File: src/rtl/pipe_pkg.sv
// Shared defaults and sizing helper for the pipe_reg register chain.
package pipe_pkg;
  localparam int DEF_WIDTH = 16;
  localparam int DEF_DEPTH = 2;

  // Bits needed to count 0..depth valid stages.
  function automatic int occ_w(input int depth);
    return $clog2(depth + 1);
  endfunction
endpackage

File: src/rtl/pipe_stage.sv
// One valid+data pipeline stage with ready/valid handshake and flush.
module pipe_stage #(
  parameter int              WIDTH     = 16,
  parameter logic [WIDTH-1:0] RESET_VAL = '0
) (
  input  logic             clk,
  input  logic             rst,
  input  logic             up_valid,
  input  logic [WIDTH-1:0] up_data,
  input  logic             dn_ready,
  input  logic             flush,
  output logic             valid,
  output logic [WIDTH-1:0] data,
  output logic             ready
);
  logic             valid_q, valid_d;
  logic [WIDTH-1:0] data_q, data_d;
  logic             load;

  // An empty stage accepts regardless of downstream, which closes bubbles.
  assign ready = ~valid_q | dn_ready;
  assign load  = ready & up_valid & ~flush;

  always_comb begin
    valid_d = valid_q;
    data_d  = data_q;
    if (flush) begin
      valid_d = 1'b0;
    end else if (load) begin
      valid_d = 1'b1;
      data_d  = up_data;
    end else if (dn_ready) begin
      valid_d = 1'b0;
    end
  end

  always_ff @(posedge clk or posedge rst) begin
    if (rst) begin
      valid_q <= 1'b0;
      data_q  <= RESET_VAL;
    end else begin
      valid_q <= valid_d;
      data_q  <= data_d;
    end
  end

  assign valid = valid_q;
  assign data  = data_q;
endmodule

File: src/rtl/pipe_reg.sv
// DEPTH-stage valid/ready register chain with stall, bubble collapse,
// single-cycle flush and occupancy count.
module pipe_reg
  import pipe_pkg::*;
#(
  parameter int               WIDTH     = DEF_WIDTH,
  parameter int               DEPTH     = DEF_DEPTH,
  parameter logic [WIDTH-1:0] RESET_VAL = '0
) (
  input  logic                      clk,
  input  logic                      rst,
  input  logic                      in_valid,
  output logic                      in_ready,
  input  logic [WIDTH-1:0]          in_data,
  output logic                      out_valid,
  input  logic                      out_ready,
  output logic [WIDTH-1:0]          out_data,
  input  logic                      flush,
  output logic [occ_w(DEPTH)-1:0]   occupancy
);
  localparam int OCC_W = occ_w(DEPTH);

  logic [DEPTH-1:0]            v;
  logic [DEPTH-1:0][WIDTH-1:0] d;
  logic [DEPTH-1:0]            up_v;
  logic [DEPTH-1:0][WIDTH-1:0] up_d;
  // Unpacked so each ripple link is its own signal.
  logic                        rdy [DEPTH+1];

  assign rdy[DEPTH] = out_ready;

  for (genvar g = 0; g < DEPTH; g++) begin : g_stage
    if (g == 0) begin : g_head
      assign up_v[g] = in_valid;
      assign up_d[g] = in_data;
    end else begin : g_body
      assign up_v[g] = v[g-1];
      assign up_d[g] = d[g-1];
    end

    pipe_stage #(
      .WIDTH     (WIDTH),
      .RESET_VAL (RESET_VAL)
    ) u_stage (
      .clk      (clk),
      .rst      (rst),
      .up_valid (up_v[g]),
      .up_data  (up_d[g]),
      .dn_ready (rdy[g+1]),
      .flush    (flush),
      .valid    (v[g]),
      .data     (d[g]),
      .ready    (rdy[g])
    );
  end

  assign in_ready  = rdy[0] & ~flush;
  assign out_valid = v[DEPTH-1] & ~flush;
  assign out_data  = d[DEPTH-1];

  always_comb begin
    occupancy = '0;
    for (int i = 0; i < DEPTH; i++) occupancy = occupancy + OCC_W'(v[i]);
  end
endmodule

File: config.mk
export PLATFORM = sky130hd
export DESIGN_NAME = pipe_reg
export DESIGN_NICKNAME = d
export VERILOG_FILES = /design/src/rtl/pipe_pkg.sv /design/src/rtl/pipe_stage.sv /design/src/rtl/pipe_reg.sv
export SDC_FILE = /design/constraint.sdc
export NUM_CORES = 1
export LEC_CHECK = 0
export CAP_MARGIN = 40
export CORE_ASPECT_RATIO = 0.8
export CORE_MARGIN = 1.5
export CORE_UTILIZATION = 40
export DETAILED_ROUTE_END_ITERATION = 12
export GPL_ROUTABILITY_DRIVEN = 0
export PLACE_DENSITY = 0.78
export SETUP_SLACK_MARGIN = 0.3
export SYNTH_ARGS = -nofsm -noshare
export SYNTH_HDL_FRONTEND = slang
export SYNTH_SLANG_ARGS = --single-unit
File: constraint.sdc
create_clock -name clk -period 2.2 [get_ports clk]
set_clock_uncertainty 0.15 [all_clocks]
set_input_delay 0.44 -clock clk [delete_from_list [all_inputs] [get_ports clk]]
set_output_delay 0.44 -clock clk [all_outputs]
set_load 0.05 [all_outputs]
==> impl_metrics.json <==
{
  "status": "finished, final reports clean",
  "wl_per_cell_um": 14.7,
  "synthCells": 97,
  "yosys.area.top_type_share_pct": 57.2,
  "synthTopCellsByCount": "dfrtp_1 (34), mux2_2 (22), buf_4 (17)",
  "grt_max_degree": 35,
  "cpMaxStageDelayCell": "dfrtp_1",
  "grt_pass1_wl_um": 4110,
  "synth_top_cell_by_area": "dfrtp_1",
  "stdcell_count": 177,
  "synthMostInstantiatedCell": "dfrtp_1",
  "pre_cts_ws_ns": -0.0553,
  "tns_ns": 0,
  "async_reset_ff_share_pct": 100,
  "fin_hold_ws_ns": 0.317,
  "max_cap_violations": 0,
  "initial_utilization_pct": 42.6,
  "slew_headroom_pct": 66.6,
  "crit_fanout": 3,
  "numCtsBuffers": 5,
  "holdCritPathClass": "in -> reg",
  "drtIter0Drc": 38,
  "synth_nets": 119,
  "drv_slew": 0,
  "ctsHoldBuffers": 0,
  "viasPerCell": 4.63,
  "tightest_slew_ns": 0.502,
  "dp_hpwl_um": 1760,
  "clk_latency_ns": 0.28,
  "post-route-period-util_pct": 85.2,
  "antenna_cells": 0,
  "placementRows": 19,
  "synthTopCellsByArea": "dfrtp_1 (57%), mux2_2 (17%), mux2_4 (10%)",
  "final_cell_area_um2": 1990,
  "final_net_count": 156,
  "hold_viol_final": 0,
  "dpl_cell_area_um2": 1850,
  "routed_wirelength_um": 2600,
  "synth_edf_count": 0,
  "setup_ws_ns": 0.326,
  "p_seq_share_pct": 41.1,
  "firstDrtPassIters": 2,
  "leakagePower_nw": 0.951,
  "remaining_drc_errors": 0,
  "cts_tree": "done",
  "intPower_w": 0.00128,
  "die-area_um2": 4100,
  "synth_seq_area_share_pct": 57.2,
  "boundaryPins": 41,
  "cts.reportedPaths.clkPinSlew_ns": 0.07,
  "io_buffers": 40,
  "cts-root-buf": "clkbuf_8",
  "start_kind": "register",
  "ant_nets": 0,
  "synth_ff_type": "dfrtp_1",
  "htreeDepth": 2,
  "synth.cell_area_um2": 1490,
  "swShare_pct": 36.7,
  "drive_above_1_share_pct": 42.2,
  "vias": 820,
  "fp.coreArea_um2": 3490,
  "dp.cells": 166,
  "p_sw_w": 0.000739,
  "cpPeakStageDelay_ns": 0.41,
  "cts_buffer_depth": 2,
  "synthDistinctLibCells": 14,
  "grt_use_total_pct": 13.4,
  "endpoint_kind": "output pin",
  "clock-sinks": 34,
  "die_h_um": 57.5,
  "rsz0062_at_grt": "false",
  "antenna_found_initial": 0,
  "comb_power_share_pct": 35.3,
  "min_period_ns": 1.87,
  "grt-ovfl-total": 0,
  "cp_data_required_time_ns": 1.61,
  "die_w_um": 71.2,
  "vdd_drop_max_mv": 0.615,
  "clockPowerShare_pct": 23.6,
  "setup_viol_count_final": 0,
  "ys_ff_latch": 34,
  "p_per_area_nw_per_um2": 1010,
  "crit_type": "reg -> out",
  "path_cells": "and3b_1 > buf_4 > nor2_4 > buf_12",
  "areaGrowthSynthToFinish_pct": 33.6,
  "avgSynthCellArea_um2": 15.3,
  "cp_top_family": "flip-flops",
  "cp_num_buf_inv": 2,
  "fmax_mhz": 534,
  "grt_pass1_vias": 890,
  "arrival_ns": 1.28,
  "ys_warn_count": 0
}
[cells in the final DEF, fill, tap and decap left out, types with 3 or more instances in the layout]
cell type        instances
buf_12                   3
clkdlybuf4s50_1         17
nor2_1                   4
mux2_4                  10
dfrtp_1                 34
clkbuf_8                 6
buf_4                    9
mux2_2                  22
dlygate4sd2_1           18
[power groups by stage]
stage | registers (W) | logic (W) | clock network, W
3_3_place_gp | 0.000838 | 0.000756 | 0
4_1_cts | 0.000831 | 0.000717 | 0.000487
2_1_floorplan | 0.000819 | 0.000653 | 0
6_report | 0.000829 | 0.000712 | 0.000476
3_5_place_dp | 0.000844 | 0.000769 | 0
5_1_grt | 0.000845 | 0.000743 | 0.000509
[flip-flops by register name (all words and copies together), names as in the netlist]
| register | cells |
|---|---|
| g_stage.u_stage.data | 32 |
| g_stage.u_stage.valid | 2 |
[layout make-up]
class | instances | area, µm²
clock inverters | 2 | 12.5
fillers | 280 | 1510
flip-flops and latches | 34 | 851
well taps | 42 | 52.6
multi-input cells | 43 | 484
inverters | 1 | 3.75
clock buffers | 6 | 82.6
repair buffers | 49 | 500
[final timing paths]
check	cells past startpoint	slack, ns	start	to
max	4	0.33	g_stage[0].u_stage.valid$_DFFE_PP0P_	in_ready
min	3	0.32	in_valid	g_stage[0].u_stage.valid$_DFFE_PP0P_
max reg2reg	4	0.33	g_stage[0].u_stage.valid$_DFFE_PP0P_	g_stage[0].u_stage.data[0]$_DFFE_PP0P_
min reg2reg	1	0.35	g_stage[0].u_stage.data[13]$_DFFE_PP0P_	g_stage[0].u_stage.data[13]$_DFFE_PP0P_
max in group asynchronous	3	1.20	rst	g_stage[0].u_stage.data[9]$_DFFE_PP0P_
min in group asynchronous	3	0.40	rst	g_stage[1].u_stage.data[8]$_DFFE_PP0P_
[layer usage]
metal / wire (µm) / global-route usage [%] / vias up
met4: 25 / 4.85 / 0
met3: 171 / 4.24 / 3
met2: 1210 / 21.6 / 33
met5: 0 / 0 / -
met1: 1200 / 17.1 / 396
li1: - / - / 388
[kinds of logic (layout without fill, tap and decap cells)]
family	count (synthesis)	in the layout	synth area share, %
buffers and inverters	20	58	10.9
AND/OR/NAND/NOR	10	10	4.29
multiplexers	32	32	26.7
flip-flops	34	34	57.2
adder cells (fa/ha/maj)	1	1	0.841
[worst reg2reg max path, stage by stage, from the launching register on]
cell and delay, ns:
dfrtp_1 0.41, and3b_1 0.20, or3b_4 0.43, bufbuf_16 0.29, mux2_4 0.29
[repair_timing]
| item | in CTS | in global routing |
|---|---|---|
| setup endpoints to repair | 33 | 8 |
| buffers inserted | 0 | 2 |
| gates cloned | 1 | 0 |
| pin swaps | 1 | 0 |
| resized for setup | 21 | 1 |
[stage by stage]
stage / utilization (%) / total power [W]
floorplan: - / 0.00147
global placement: 53.1 / 0.00159
detailed placement: 53.1 / 0.00161
CTS: 56.4 / 0.00203
global route: 56.9 / 0.00210
finish: 56.9 / 0.00202
(Power assumes the default switching activity.)
